`src/rtl/ppu_vram_port.sv`:
```
// ppu_vram_port
// CPU-side PPU register port: PPUCTRL ($2000), PPUSTATUS ($2002),
// PPUADDR ($2006) and PPUDATA ($2007). It turns the 14-bit VRAM address v
// into accesses to the 1 KiB name table and the two pattern-table planes.
// The renderer has its own read ports on those memories.
//
// Ports
//   clk, rst_n                 clock, asynchronous active-low reset
//   cpu_we, cpu_re             one-cycle register write / read strobes
//   cpu_reg, cpu_din           register select ($2000 + n), write data
//   cpu_dout                   registered read data, held between reads
//   vblank                     vertical blank level from the timing block
//   nmi                        vblank_flag AND ctrl nmi_en
//   we_ntable, addr_ntable_w   name table write strobe / access address
//   we_ptable0, we_ptable1     pattern plane write strobes
//   addr_ptable_w              pattern access address {tile, row}
//   d_vram_w                   write data shared by all memories
//   q_ntable, q_ptable0/1      combinational memory read data
module ppu_vram_port #(
  parameter int C_MEMW = 8
) (
  input  logic              clk,
  input  logic              rst_n,
  input  logic              cpu_we,
  input  logic              cpu_re,
  input  logic [2:0]        cpu_reg,
  input  logic [C_MEMW-1:0] cpu_din,
  output logic [C_MEMW-1:0] cpu_dout,
  input  logic              vblank,
  output logic              nmi,
  output logic              we_ntable,
  output logic [9:0]        addr_ntable_w,
  output logic              we_ptable0,
  output logic              we_ptable1,
  output logic [10:0]       addr_ptable_w,
  output logic [C_MEMW-1:0] d_vram_w,
  input  logic [C_MEMW-1:0] q_ntable,
  input  logic [C_MEMW-1:0] q_ptable0,
  input  logic [C_MEMW-1:0] q_ptable1
);

  typedef enum logic [1:0] {SEL_NONE, SEL_NT, SEL_PT0, SEL_PT1} sel_t;

  logic              ctrl_inc_q, ctrl_inc_d;
  logic              ctrl_bg_q, ctrl_bg_d;
  logic              ctrl_nmi_q, ctrl_nmi_d;
  logic [13:0]       v_q, v_d;
  logic [5:0]        t_q, t_d;          // high byte of t (t[13:8])
  logic              w_q, w_d;
  logic              vblank_prev_q, vblank_prev_d;
  logic              vblank_flag_q, vblank_flag_d;
  logic [C_MEMW-1:0] buf_q, buf_d;
  logic              rd_pend_q, rd_pend_d;
  sel_t              rd_sel_q, rd_sel_d;
  logic              we_nt_q, we_nt_d;
  logic              we_p0_q, we_p0_d;
  logic              we_p1_q, we_p1_d;
  logic [9:0]        addr_nt_q, addr_nt_d;
  logic [10:0]       addr_pt_q, addr_pt_d;
  logic [C_MEMW-1:0] dvram_q, dvram_d;
  logic [C_MEMW-1:0] dout_q, dout_d;

  sel_t              sel_v;
  logic [13:0]       inc;
  logic [C_MEMW-1:0] q_sel;
  logic              wr, rd;

  // A simultaneous write and read performs only the write.
  assign wr  = cpu_we;
  assign rd  = cpu_re & ~cpu_we;
  assign inc = ctrl_inc_q ? 14'd32 : 14'd1;

  // Address decode of the current v. Only the pattern table selected by
  // bg_sel is backed by memory; the palette range is unmapped.
  always_comb begin
    sel_v = SEL_NONE;
    if (!v_q[13]) begin
      if (v_q[12] == ctrl_bg_q) sel_v = v_q[3] ? SEL_PT1 : SEL_PT0;
    end else if (v_q[13:8] != 6'h3F) begin
      sel_v = SEL_NT;
    end
  end

  // Read data of the memory addressed by the previous PPUDATA read.
  always_comb begin
    unique case (rd_sel_q)
      SEL_NT:  q_sel = q_ntable;
      SEL_PT0: q_sel = q_ptable0;
      SEL_PT1: q_sel = q_ptable1;
      default: q_sel = '0;
    endcase
  end

  always_comb begin
    ctrl_inc_d    = ctrl_inc_q;
    ctrl_bg_d     = ctrl_bg_q;
    ctrl_nmi_d    = ctrl_nmi_q;
    v_d           = v_q;
    t_d           = t_q;
    w_d           = w_q;
    vblank_prev_d = vblank;
    vblank_flag_d = vblank_flag_q;
    buf_d         = buf_q;
    rd_pend_d     = 1'b0;
    rd_sel_d      = rd_sel_q;
    we_nt_d       = 1'b0;
    we_p0_d       = 1'b0;
    we_p1_d       = 1'b0;
    addr_nt_d     = addr_nt_q;
    addr_pt_d     = addr_pt_q;
    dvram_d       = dvram_q;
    dout_d        = dout_q;

    // Memory data for a read issued last cycle lands in the buffer.
    if (rd_pend_q) buf_d = q_sel;

    // Status flag: read-clear first so that a coincident rising edge wins.
    if (rd && cpu_reg == 3'd2) vblank_flag_d = 1'b0;
    if (vblank && !vblank_prev_q) vblank_flag_d = 1'b1;
    if (!vblank && vblank_prev_q) vblank_flag_d = 1'b0;

    if (wr) begin
      unique case (cpu_reg)
        3'd0: begin
          ctrl_inc_d = cpu_din[2];
          ctrl_bg_d  = cpu_din[4];
          ctrl_nmi_d = cpu_din[7];
        end
        3'd6: begin
          if (!w_q) begin
            t_d = cpu_din[5:0];
            w_d = 1'b1;
          end else begin
            v_d = {t_q, cpu_din[7:0]};
            w_d = 1'b0;
          end
        end
        3'd7: begin
          addr_nt_d = v_q[9:0];
          addr_pt_d = {v_q[11:4], v_q[2:0]};
          dvram_d   = cpu_din;
          we_nt_d   = (sel_v == SEL_NT);
          we_p0_d   = (sel_v == SEL_PT0);
          we_p1_d   = (sel_v == SEL_PT1);
          v_d       = v_q + inc;
        end
        default: ;
      endcase
    end else if (rd) begin
      unique case (cpu_reg)
        3'd2: begin
          dout_d = {vblank_flag_q, {(C_MEMW-1){1'b0}}};
          w_d    = 1'b0;
        end
        3'd7: begin
          // Back-to-back reads forward the memory data that is only now
          // being written into the buffer.
          dout_d    = rd_pend_q ? q_sel : buf_q;
          addr_nt_d = v_q[9:0];
          addr_pt_d = {v_q[11:4], v_q[2:0]};
          rd_sel_d  = sel_v;
          rd_pend_d = 1'b1;
          v_d       = v_q + inc;
        end
        default: dout_d = '0;
      endcase
    end
  end

  always_ff @(posedge clk or negedge rst_n) begin
    if (!rst_n) begin
      ctrl_inc_q    <= 1'b0;
      ctrl_bg_q     <= 1'b0;
      ctrl_nmi_q    <= 1'b0;
      v_q           <= '0;
      t_q           <= '0;
      w_q           <= 1'b0;
      vblank_prev_q <= 1'b0;
      vblank_flag_q <= 1'b0;
      buf_q         <= '0;
      rd_pend_q     <= 1'b0;
      rd_sel_q      <= SEL_NONE;
      we_nt_q       <= 1'b0;
      we_p0_q       <= 1'b0;
      we_p1_q       <= 1'b0;
      addr_nt_q     <= '0;
      addr_pt_q     <= '0;
      dvram_q       <= '0;
      dout_q        <= '0;
    end else begin
      ctrl_inc_q    <= ctrl_inc_d;
      ctrl_bg_q     <= ctrl_bg_d;
      ctrl_nmi_q    <= ctrl_nmi_d;
      v_q           <= v_d;
      t_q           <= t_d;
      w_q           <= w_d;
      vblank_prev_q <= vblank_prev_d;
      vblank_flag_q <= vblank_flag_d;
      buf_q         <= buf_d;
      rd_pend_q     <= rd_pend_d;
      rd_sel_q      <= rd_sel_d;
      we_nt_q       <= we_nt_d;
      we_p0_q       <= we_p0_d;
      we_p1_q       <= we_p1_d;
      addr_nt_q     <= addr_nt_d;
      addr_pt_q     <= addr_pt_d;
      dvram_q       <= dvram_d;
      dout_q        <= dout_d;
    end
  end

  assign cpu_dout      = dout_q;
  assign nmi           = vblank_flag_q & ctrl_nmi_q;
  assign we_ntable     = we_nt_q;
  assign we_ptable0    = we_p0_q;
  assign we_ptable1    = we_p1_q;
  assign addr_ntable_w = addr_nt_q;
  assign addr_ptable_w = addr_pt_q;
  assign d_vram_w      = dvram_q;

endmodule
```
`config.mk`:
```
export PLATFORM = sky130hd
export DESIGN_NAME = ppu_vram_port
export DESIGN_NICKNAME = d
export VERILOG_FILES = /design/src/rtl/ppu_vram_port.sv
export SDC_FILE = /design/constraint.sdc
export NUM_CORES = 1
export LEC_CHECK = 0
export BUFFER_PORTS_ARGS = -buffer_cell sky130_fd_sc_hd__buf_2
export CORE_ASPECT_RATIO = 0.7
export CORE_MARGIN = 4
export CORE_UTILIZATION = 55
export CTS_BUF_LIST = sky130_fd_sc_hd__clkbuf_4
export DETAILED_ROUTE_END_ITERATION = 6
export HOLD_SLACK_MARGIN = 0.15
export PLACE_DENSITY_LB_ADDON = 0.08
export SYNTH_ARGS = -nofsm -noshare
export SYNTH_HDL_FRONTEND = slang
export SYNTH_SLANG_ARGS = --single-unit
```
`constraint.sdc`:
```
create_clock -name clk -period 2.2 [get_ports clk]
set_clock_uncertainty 0.05 [all_clocks]
set_input_delay 0 -clock clk [delete_from_list [all_inputs] [get_ports clk]]
set_output_delay 0 -clock clk [all_outputs]
set_load 0.02 [all_outputs]
```
==> impl_metrics.prom, run 1 <==
# TYPE chip_impl_metric gauge
chip_impl_metric{name="horizontal_extent_of_the_die",unit="um"} 100.4
chip_impl_metric{name="ctsLongestPathBuffers",unit=""} 2
chip_impl_metric{name="path_clk_slew",unit="ns"} 0.12
chip_impl_metric{name="timing.hold.ws",unit="ns"} 0.1581
chip_impl_metric{name="max_slew_margin",unit=""} 0.5048
chip_impl_metric{name="final_nets",unit=""} 492
chip_impl_metric{name="timing.setup.tns",unit="ns"} 0
chip_impl_metric{name="htreeDepth",unit=""} 3
chip_impl_info{name="root_buffer_cell",value="clkbuf_4"} 1
chip_impl_metric{name="dp_worst_setup_slack",unit="ns"} 0.4586
chip_impl_info{name="timing.hold.worst.class",value="in -> reg"} 1
chip_impl_metric{name="max_slew.worst_pin.slew",unit="ns"} 0.7400
chip_impl_metric{name="clock-sinks",unit=""} 68
chip_impl_metric{name="finalHoldViolations",unit=""} 0
chip_impl_metric{name="synth-async-reset-ratio",unit=""} 1.000
chip_impl_metric{name="timing.final.crit_share",unit=""} 0.9570
chip_impl_metric{name="powerDensity",unit="nW/um^2"} 960.1
chip_impl_metric{name="grt_max_degree",unit=""} 41
chip_impl_metric{name="io_buffers",unit=""} 80
chip_impl_metric{name="syn2layout_area_growth",unit="%"} 31.58
chip_impl_info{name="unrepaired_setup_endpoints_after_global_routing",value="no"} 1
chip_impl_metric{name="dr.pass1.iters",unit=""} 5
chip_impl_info{name="start_kind",value="register"} 1
chip_impl_metric{name="worstPathMaxFanout",unit=""} 10
chip_impl_metric{name="dp_hpwl",unit="um"} 5675
chip_impl_metric{name="initial_antenna_violation_count",unit=""} 0
chip_impl_metric{name="first_global_vias",unit=""} 2841
chip_impl_metric{name="worst-endpoint-arrival",unit="ns"} 2.38
chip_impl_metric{name="num_vias",unit=""} 2975
chip_impl_metric{name="yosys_warns",unit=""} 0
chip_impl_metric{name="core.rowCount",unit=""} 23
chip_impl_metric{name="cp_data_required_time",unit="ns"} 2.48
chip_impl_metric{name="power.share.combinational",unit=""} 0.310
chip_impl_metric{name="drv_cap",unit=""} 0
chip_impl_metric{name="clkPwrFrac",unit=""} 0.244
chip_impl_metric{name="synth.net_count",unit=""} 377
chip_impl_info{name="run_status",value="completed"} 1
chip_impl_metric{name="layout_min_cycle_time",unit="ns"} 2.105
chip_impl_metric{name="netlist_instances",unit=""} 334
chip_impl_metric{name="p_total",unit="W"} 0.004149
chip_impl_metric{name="drt_wl_total",unit="um"} 8659
chip_impl_metric{name="power.share.sequential",unit=""} 0.446
chip_impl_metric{name="switching_share",unit=""} 0.3478
chip_impl_metric{name="cell_internal_pwr",unit="W"} 0.002706
chip_impl_metric{name="floorplan.die_area",unit="um^2"} 7292
chip_impl_metric{name="maxSlewViolCount",unit=""} 0
chip_impl_info{name="crit_path_end_kind",value="register"} 1
chip_impl_metric{name="die_h",unit="um"} 72.66
chip_impl_metric{name="irDropWorstVdd",unit="V"} 0.0005009
chip_impl_metric{name="static-leakage-power",unit="nW"} 2.094
chip_impl_metric{name="routabilityCongestion",unit=""} 0.9343
chip_impl_metric{name="setup_viol_count_final",unit=""} 0
chip_impl_metric{name="track_usage",unit=""} 0.2572
chip_impl_metric{name="pin_count",unit=""} 81
chip_impl_metric{name="cts_buffers",unit=""} 9
chip_impl_metric{name="place.detailed.instances",unit=""} 467
chip_impl_metric{name="detail_route.wl_per_cell",unit="um"} 16.37
chip_impl_metric{name="synth-seq-cells",unit=""} 68
chip_impl_metric{name="avgViaCountPerCell",unit=""} 5.624
chip_impl_info{name="tritoncts_clock_tree",value="yes"} 1
chip_impl_metric{name="route.antenna.remaining_nets",unit=""} 0
chip_impl_metric{name="sequential_to_total_area_share_from_yosys_stat",unit=""} 0.5181
chip_impl_metric{name="synth_area_per_cell",unit="um^2"} 9.834
chip_impl_metric{name="grt_first_pass_wirelength",unit="um"} 14280
chip_impl_metric{name="core_footprint",unit="um^2"} 5756
chip_impl_info{name="synthFlopType",value="dfrtp_1"} 1
chip_impl_metric{name="synth.lib_cells_used.distinct",unit=""} 50
chip_impl_metric{name="timing.fmax",unit="GHz"} 0.4750
chip_impl_metric{name="synth.cell_area",unit="um^2"} 3284
chip_impl_metric{name="power.switching",unit="W"} 0.001443
chip_impl_metric{name="initial_utilization",unit=""} 0.5707
chip_impl_metric{name="setup_slack",unit="ns"} 0.09454
chip_impl_metric{name="antenna_fix_cells",unit=""} 0
chip_impl_metric{name="synth-edff-count",unit=""} 0
chip_impl_metric{name="drc_violations_left",unit=""} 0
chip_impl_metric{name="clk_latency_worst_skew_pair",unit="ns"} 0.42
chip_impl_metric{name="dr.first_iter.drc_count",unit=""} 255
chip_impl_metric{name="layout.cells.non_filler",unit=""} 529
chip_impl_metric{name="cts_setup_buffers",unit=""} 0
chip_impl_info{name="path_class",value="reg -> reg"} 1
chip_impl_metric{name="final_layout_size_suffix_gt1_frac",unit=""} 0.2819
chip_impl_metric{name="grt_remaining_overflow",unit=""} 0
==> cell usage in the layout, fill, tap and decap left out, drive strengths merged, types with 2 or more instances in the layout <==
cell / count
and3: 6
nor3b: 2
o22ai: 3
a41o: 2
mux2: 17
a311oi: 2
a22oi: 10
inv: 5
nand3: 8
a21oi: 16
o21ai: 11
nor4: 2
nor2: 21
a22o: 8
nor3: 6
a41oi: 2
nand2b: 3
mux2i: 3
and2: 2
bufinv: 3
ha: 3
dfrtp: 68
a211oi: 3
a31oi: 4
buf: 87
clkinv: 3
nand4: 6
clkbuf: 9
dlygate4sd3: 45
o32ai: 2
nand2: 77
==> through the flow <==
stage | util | cell area, um^2
floorplan | - | 3284
global placement | 0.6367 | 3665
detailed placement | 0.6367 | 3665
CTS | 0.7502 | 4318
global route | 0.7509 | 4322
finish | 0.7509 | 4322
==> routing by layer <==
| layer | routed length (um) | vias up | global-route usage |
|---|---|---|---|
| met1 | 3835 | 1427 | 0.3553 |
| met4 | 97 | 0 | 0.07474 |
| met3 | 695 | 12 | 0.07832 |
| met5 | 0 | - | 0 |
| met2 | 4030 | 119 | 0.3965 |
| li1 | - | 1417 | - |
==> flip-flops by register name, summed over array words and instances, names as in the netlist, 2 cells and up <==
| register | count |
|---|---|
| addr_ptable_w | 11 |
| buf_q | 8 |
| cpu_dout | 8 |
| d_vram_w | 8 |
| rd_sel_q | 2 |
| t_q | 6 |
| v_q | 14 |
==> cell families (layout without fill, tap and decap cells) <==
group,count (synthesis),after routing,share of synthesized area
adder cells (fa/ha/maj),3,3,0.01143
AO/OA/AOI/OAI,75,75,0.1619
flip-flops,68,68,0.5181
buffers and inverters,33,153,0.05790
AND/OR/NAND/NOR,135,135,0.1832
multiplexers,20,20,0.06743
==> layout make-up <==
cell class	count	area [um^2]
timing repair buffer	132	928.4
inverter	5	18.77
clock buffer	9	67.56
tap	75	93.84
sequential	68	1703
multi-input combinational	233	1395
clock inverter	7	115.1
fill	396	1434
==> power groups by stage <==
stage / registers [W] / logic, W / clock network, W
2_1_floorplan: 0.00187 / 0.000824 / 0
3_3_place_gp: 0.00185 / 0.00114 / 0
3_5_place_dp: 0.00186 / 0.00115 / 0
4_1_cts: 0.00183 / 0.00127 / 0.00103
5_1_grt: 0.00189 / 0.00142 / 0.00110
6_report: 0.00185 / 0.00128 / 0.00101
==> final timing paths <==
kind	from	to	slack (ns)	cells after the start
max	rd_sel_q[0]$_DFFE_PN0P_	cpu_dout[2]$_DFFE_PN0P_	0.09	5
max reg2reg	rd_sel_q[0]$_DFFE_PN0P_	cpu_dout[2]$_DFFE_PN0P_	0.09	5
min reg2reg	addr_ptable_w[9]$_DFFE_PN0P_	addr_ptable_w[9]$_DFFE_PN0P_	0.43	2
max in group asynchronous	rst_n	rd_sel_q[0]$_DFFE_PN0P_	1.25	4
min	q_ptable0[5]	cpu_dout[5]$_DFFE_PN0P_	0.16	5
min in group asynchronous	rst_n	addr_ptable_w[3]$_DFFE_PN0P_	0.62	4
==> critical path, cell delays in order, from the launching register on <==
cell and delay [ns]:
dfrtp_2 0.50, mux2_2 0.36, a22oi_1 0.19, a21oi_1 0.10, dlygate4sd3_1 0.61, a22o_1 0.20
==> Yosys cell counts, types with 3 or more instances <==
cell,number,share of area
nand2b_1,3,0.0057
a22o_1,8,0.021
nand2_1,77,0.088
a31oi_1,4,0.0076
clkbuf_1,3,0.0034
a21oi_1,15,0.023
nand4_1,6,0.011
o22ai_1,3,0.0057
nand3_1,8,0.012
nor2_1,20,0.023
mux2i_1,3,0.0091
inv_1,5,0.0057
a22oi_1,10,0.023
mux2_2,17,0.058
ha_1,3,0.011
dfrtp_1,68,0.52
a211oi_1,3,0.0069
buf_4,9,0.021
o21ai_0,9,0.014
nor3_1,5,0.0076
and3_1,4,0.0076
buf_2,12,0.018
==> what timing repair did <==
item	in CTS	in global routing
resized for setup	0	2
hold endpoints to repair	131	0
hold buffers	46	0
setup endpoints to repair	0	9
(Power assumes the default switching activity.)
==> run 2: changes to the inputs <==
- RECOVER_POWER: default -> 100
==> run 2 against run 1 <==
Maximum frequency decreased by 0.12%; sequential power about the same; critical path depth unchanged; die area unchanged; sequential share of layout area increased by 0.99 points; final area decreased by 2.5%; largest power group unchanged.
==> impl_metrics.prom, run 2 (synthesis results as in run 1) <==
# TYPE chip_impl_metric gauge
chip_impl_metric{name="irDropWorstVdd",unit="V"} 0.0004856
chip_impl_metric{name="max_ffs_per_register",unit=""} 14
chip_impl_metric{name="grt_remaining_overflow",unit=""} 0
chip_impl_metric{name="grt_first_pass_wirelength",unit="um"} 14280
chip_impl_metric{name="maxSlewViolCount",unit=""} 0
chip_impl_metric{name="postLayoutCellArea",unit="um^2"} 4215
chip_impl_metric{name="first_global_vias",unit=""} 2841
chip_impl_metric{name="die_h",unit="um"} 72.66
chip_impl_metric{name="max_slew_margin",unit=""} 0.3399
chip_impl_metric{name="worstPathMaxFanout",unit=""} 10
chip_impl_metric{name="io_buffers",unit=""} 80
chip_impl_metric{name="cts_setup_buffers",unit=""} 0
chip_impl_info{name="timing.hold.worst.class",value="in -> reg"} 1
chip_impl_info{name="whs_endpoint",value="cpu_dout[5]$_DFFE_PN0P_"} 1
chip_impl_metric{name="worst_r2r_path_depth",unit=""} 5
chip_impl_metric{name="layout_min_cycle_time",unit="ns"} 2.108
chip_impl_info{name="run_status",value="completed"} 1
chip_impl_info{name="reg2reg_from",value="rd_sel_q[0]$_DFFE_PN0P_"} 1
chip_impl_metric{name="powerDensity",unit="nW/um^2"} 972.6
chip_impl_metric{name="dr.first_iter.drc_count",unit=""} 250
chip_impl_info{name="tritoncts_clock_tree",value="yes"} 1
chip_impl_metric{name="clock-sinks",unit=""} 68
chip_impl_metric{name="floorplan.die_area",unit="um^2"} 7292
chip_impl_info{name="worst_r2r_endpoint",value="cpu_dout[2]$_DFFE_PN0P_"} 1
chip_impl_metric{name="detail_route.wl_per_cell",unit="um"} 16.35
chip_impl_info{name="path_class",value="reg -> reg"} 1
chip_impl_metric{name="grt_max_degree",unit=""} 41
chip_impl_metric{name="core_footprint",unit="um^2"} 5756
chip_impl_metric{name="drc_violations_left",unit=""} 0
chip_impl_metric{name="rrSetupSlack",unit="ns"} 0.09
chip_impl_info{name="worstHoldStart",value="q_ptable0[5]"} 1
chip_impl_metric{name="timing.setup.tns",unit="ns"} 0
chip_impl_metric{name="static-leakage-power",unit="nW"} 1.915
chip_impl_info{name="start_kind",value="register"} 1
chip_impl_metric{name="initial_utilization",unit=""} 0.5707
chip_impl_metric{name="drv_cap",unit=""} 0
chip_impl_info{name="startpoint",value="rd_sel_q[0]$_DFFE_PN0P_"} 1
chip_impl_metric{name="horizontal_extent_of_the_die",unit="um"} 100.4
chip_impl_metric{name="path_clk_slew",unit="ns"} 0.11
chip_impl_metric{name="drt_wl_total",unit="um"} 8648
chip_impl_info{name="crit_path_end_kind",value="register"} 1
chip_impl_metric{name="final_nets",unit=""} 492
chip_impl_info{name="most_used_cells_in_the_layout_excluding_fill_and_tap_cells",value="nand2_1, dfrtp_1, clkbuf_1"} 1
chip_impl_metric{name="clk_latency_worst_skew_pair",unit="ns"} 0.42
chip_impl_metric{name="initial_antenna_violation_count",unit=""} 0
chip_impl_metric{name="num_vias",unit=""} 3013
chip_impl_metric{name="pin_count",unit=""} 81
chip_impl_metric{name="dp_hpwl",unit="um"} 5675
chip_impl_metric{name="worst-endpoint-arrival",unit="ns"} 2.38
chip_impl_metric{name="route.antenna.remaining_nets",unit=""} 0
chip_impl_metric{name="setup_viol_count_final",unit=""} 0
chip_impl_metric{name="whs_path_depth",unit=""} 5
chip_impl_metric{name="setup_slack",unit="ns"} 0.09210
chip_impl_metric{name="track_usage",unit=""} 0.2572
chip_impl_metric{name="dpl_cell_area",unit="um^2"} 3665
chip_impl_metric{name="ctsLongestPathBuffers",unit=""} 2
chip_impl_metric{name="htreeDepth",unit=""} 3
chip_impl_metric{name="finalHoldViolations",unit=""} 0
chip_impl_metric{name="timing.final.crit_share",unit=""} 0.9581
chip_impl_info{name="mostFrequentLayoutCell",value="nand2_1"} 1
chip_impl_metric{name="cts_buffers",unit=""} 9
chip_impl_metric{name="core.rowCount",unit=""} 23
chip_impl_metric{name="dp_worst_setup_slack",unit="ns"} 0.4586
chip_impl_metric{name="timing.fmax",unit="GHz"} 0.4744
chip_impl_info{name="unrepaired_setup_endpoints_after_global_routing",value="no"} 1
chip_impl_metric{name="syn2layout_area_growth",unit="%"} 28.34
chip_impl_metric{name="final_layout_size_suffix_gt1_frac",unit=""} 0.1740
chip_impl_metric{name="max_slew.worst_pin.slew",unit="ns"} 0.9902
chip_impl_metric{name="dr.pass1.iters",unit=""} 5
chip_impl_metric{name="antenna_fix_cells",unit=""} 0
chip_impl_metric{name="avgViaCountPerCell",unit=""} 5.696
chip_impl_metric{name="cp_data_required_time",unit="ns"} 2.48
chip_impl_info{name="largest-register",value="v_q"} 1
chip_impl_info{name="root_buffer_cell",value="clkbuf_4"} 1
chip_impl_metric{name="routabilityCongestion",unit=""} 0.9343
## run 2: cell count changes in the layout (fill, tap and decap cells not counted)
| cell | change |
|---|---|
| nor3_1 | +1 |
| buf_12 | -2 |
| clkbuf_1 | +47 |
| and3_1 | +1 |
| nor3_2 | -1 |
| and3_4 | -1 |
| clkbuf_2 | +2 |
| buf_4 | -3 |
| buf_2 | -44 |
## run 2: how the worst max path moves through the flow
stage | to | slack, ns | cells past startpoint
after CTS | cpu_dout[2]$_DFFE_PN0P_ | 0.006 | 5
final | cpu_dout[2]$_DFFE_PN0P_ | 0.09 | 5
after global placement | cpu_dout[7]$_DFFE_PN0P_ | 0.53 | 4
after floorplan | v_q[8]$_DFFE_PN0P_ | 0.64 | 6
after global routing | cpu_dout[6]$_DFFE_PN0P_ | 0.02 | 5
after detailed placement | cpu_dout[7]$_DFFE_PN0P_ | 0.46 | 4
## run 2: what timing repair did
| action | CTS | global route |
|---|---|---|
| endpoints found under the hold margin | 131 | 0 |
| resized for setup | 0 | 2 |
| endpoints found under the setup margin | 0 | 9 |
| hold buffers | 46 | 0 |
## run 2: cell type report
| type | instances | area [um^2] |
|---|---|---|
| Clock buffer | 9 | 67.56 |
| Clock inverter | 7 | 115.1 |
| Fill cell | 427 | 1540 |
| Inverter | 5 | 18.77 |
| Multi-Input combinational cell | 233 | 1385 |
| Sequential cell | 68 | 1703 |
| Tap cell | 75 | 93.84 |
| Timing Repair Buffer | 132 | 832.0 |
## run 2: worst max-delay path, stage by stage (launching register included)
cell and delay, ns:
dfrtp_2 0.50, mux2_2 0.36, a22oi_1 0.19, a21oi_1 0.10, dlygate4sd3_1 0.61, a22o_1 0.20
## run 2: routing by layer
metal	wire length (um)	vias up	global-route usage
li1	-	1419	-
met1	3720	1429	0.3553
met2	3975	148	0.3965
met3	830	17	0.07832
met4	121	0	0.07474
met5	0	-	0
## run 2: power by group
group	total, W	switching [W]	internal (W)	leakage, nW
Combinational	0.00123	0.000698	0.000533	0.981
Sequential	0.00186	0.000308	0.00155	0.840
Clock	0.00101	0.000441	0.000571	0.0936
## run 2: stage by stage
stage	hold slack (ns)	std cells	util	power, W
floorplan	-0.3456	334	-	0.002689
global placement	0.01923	467	0.6367	0.002987
detailed placement	0.02056	467	0.6367	0.003009
CTS	0.1513	529	0.7502	0.004136
global route	0.1799	529	0.7324	0.004362
finish	0.1615	529	0.7324	0.004100
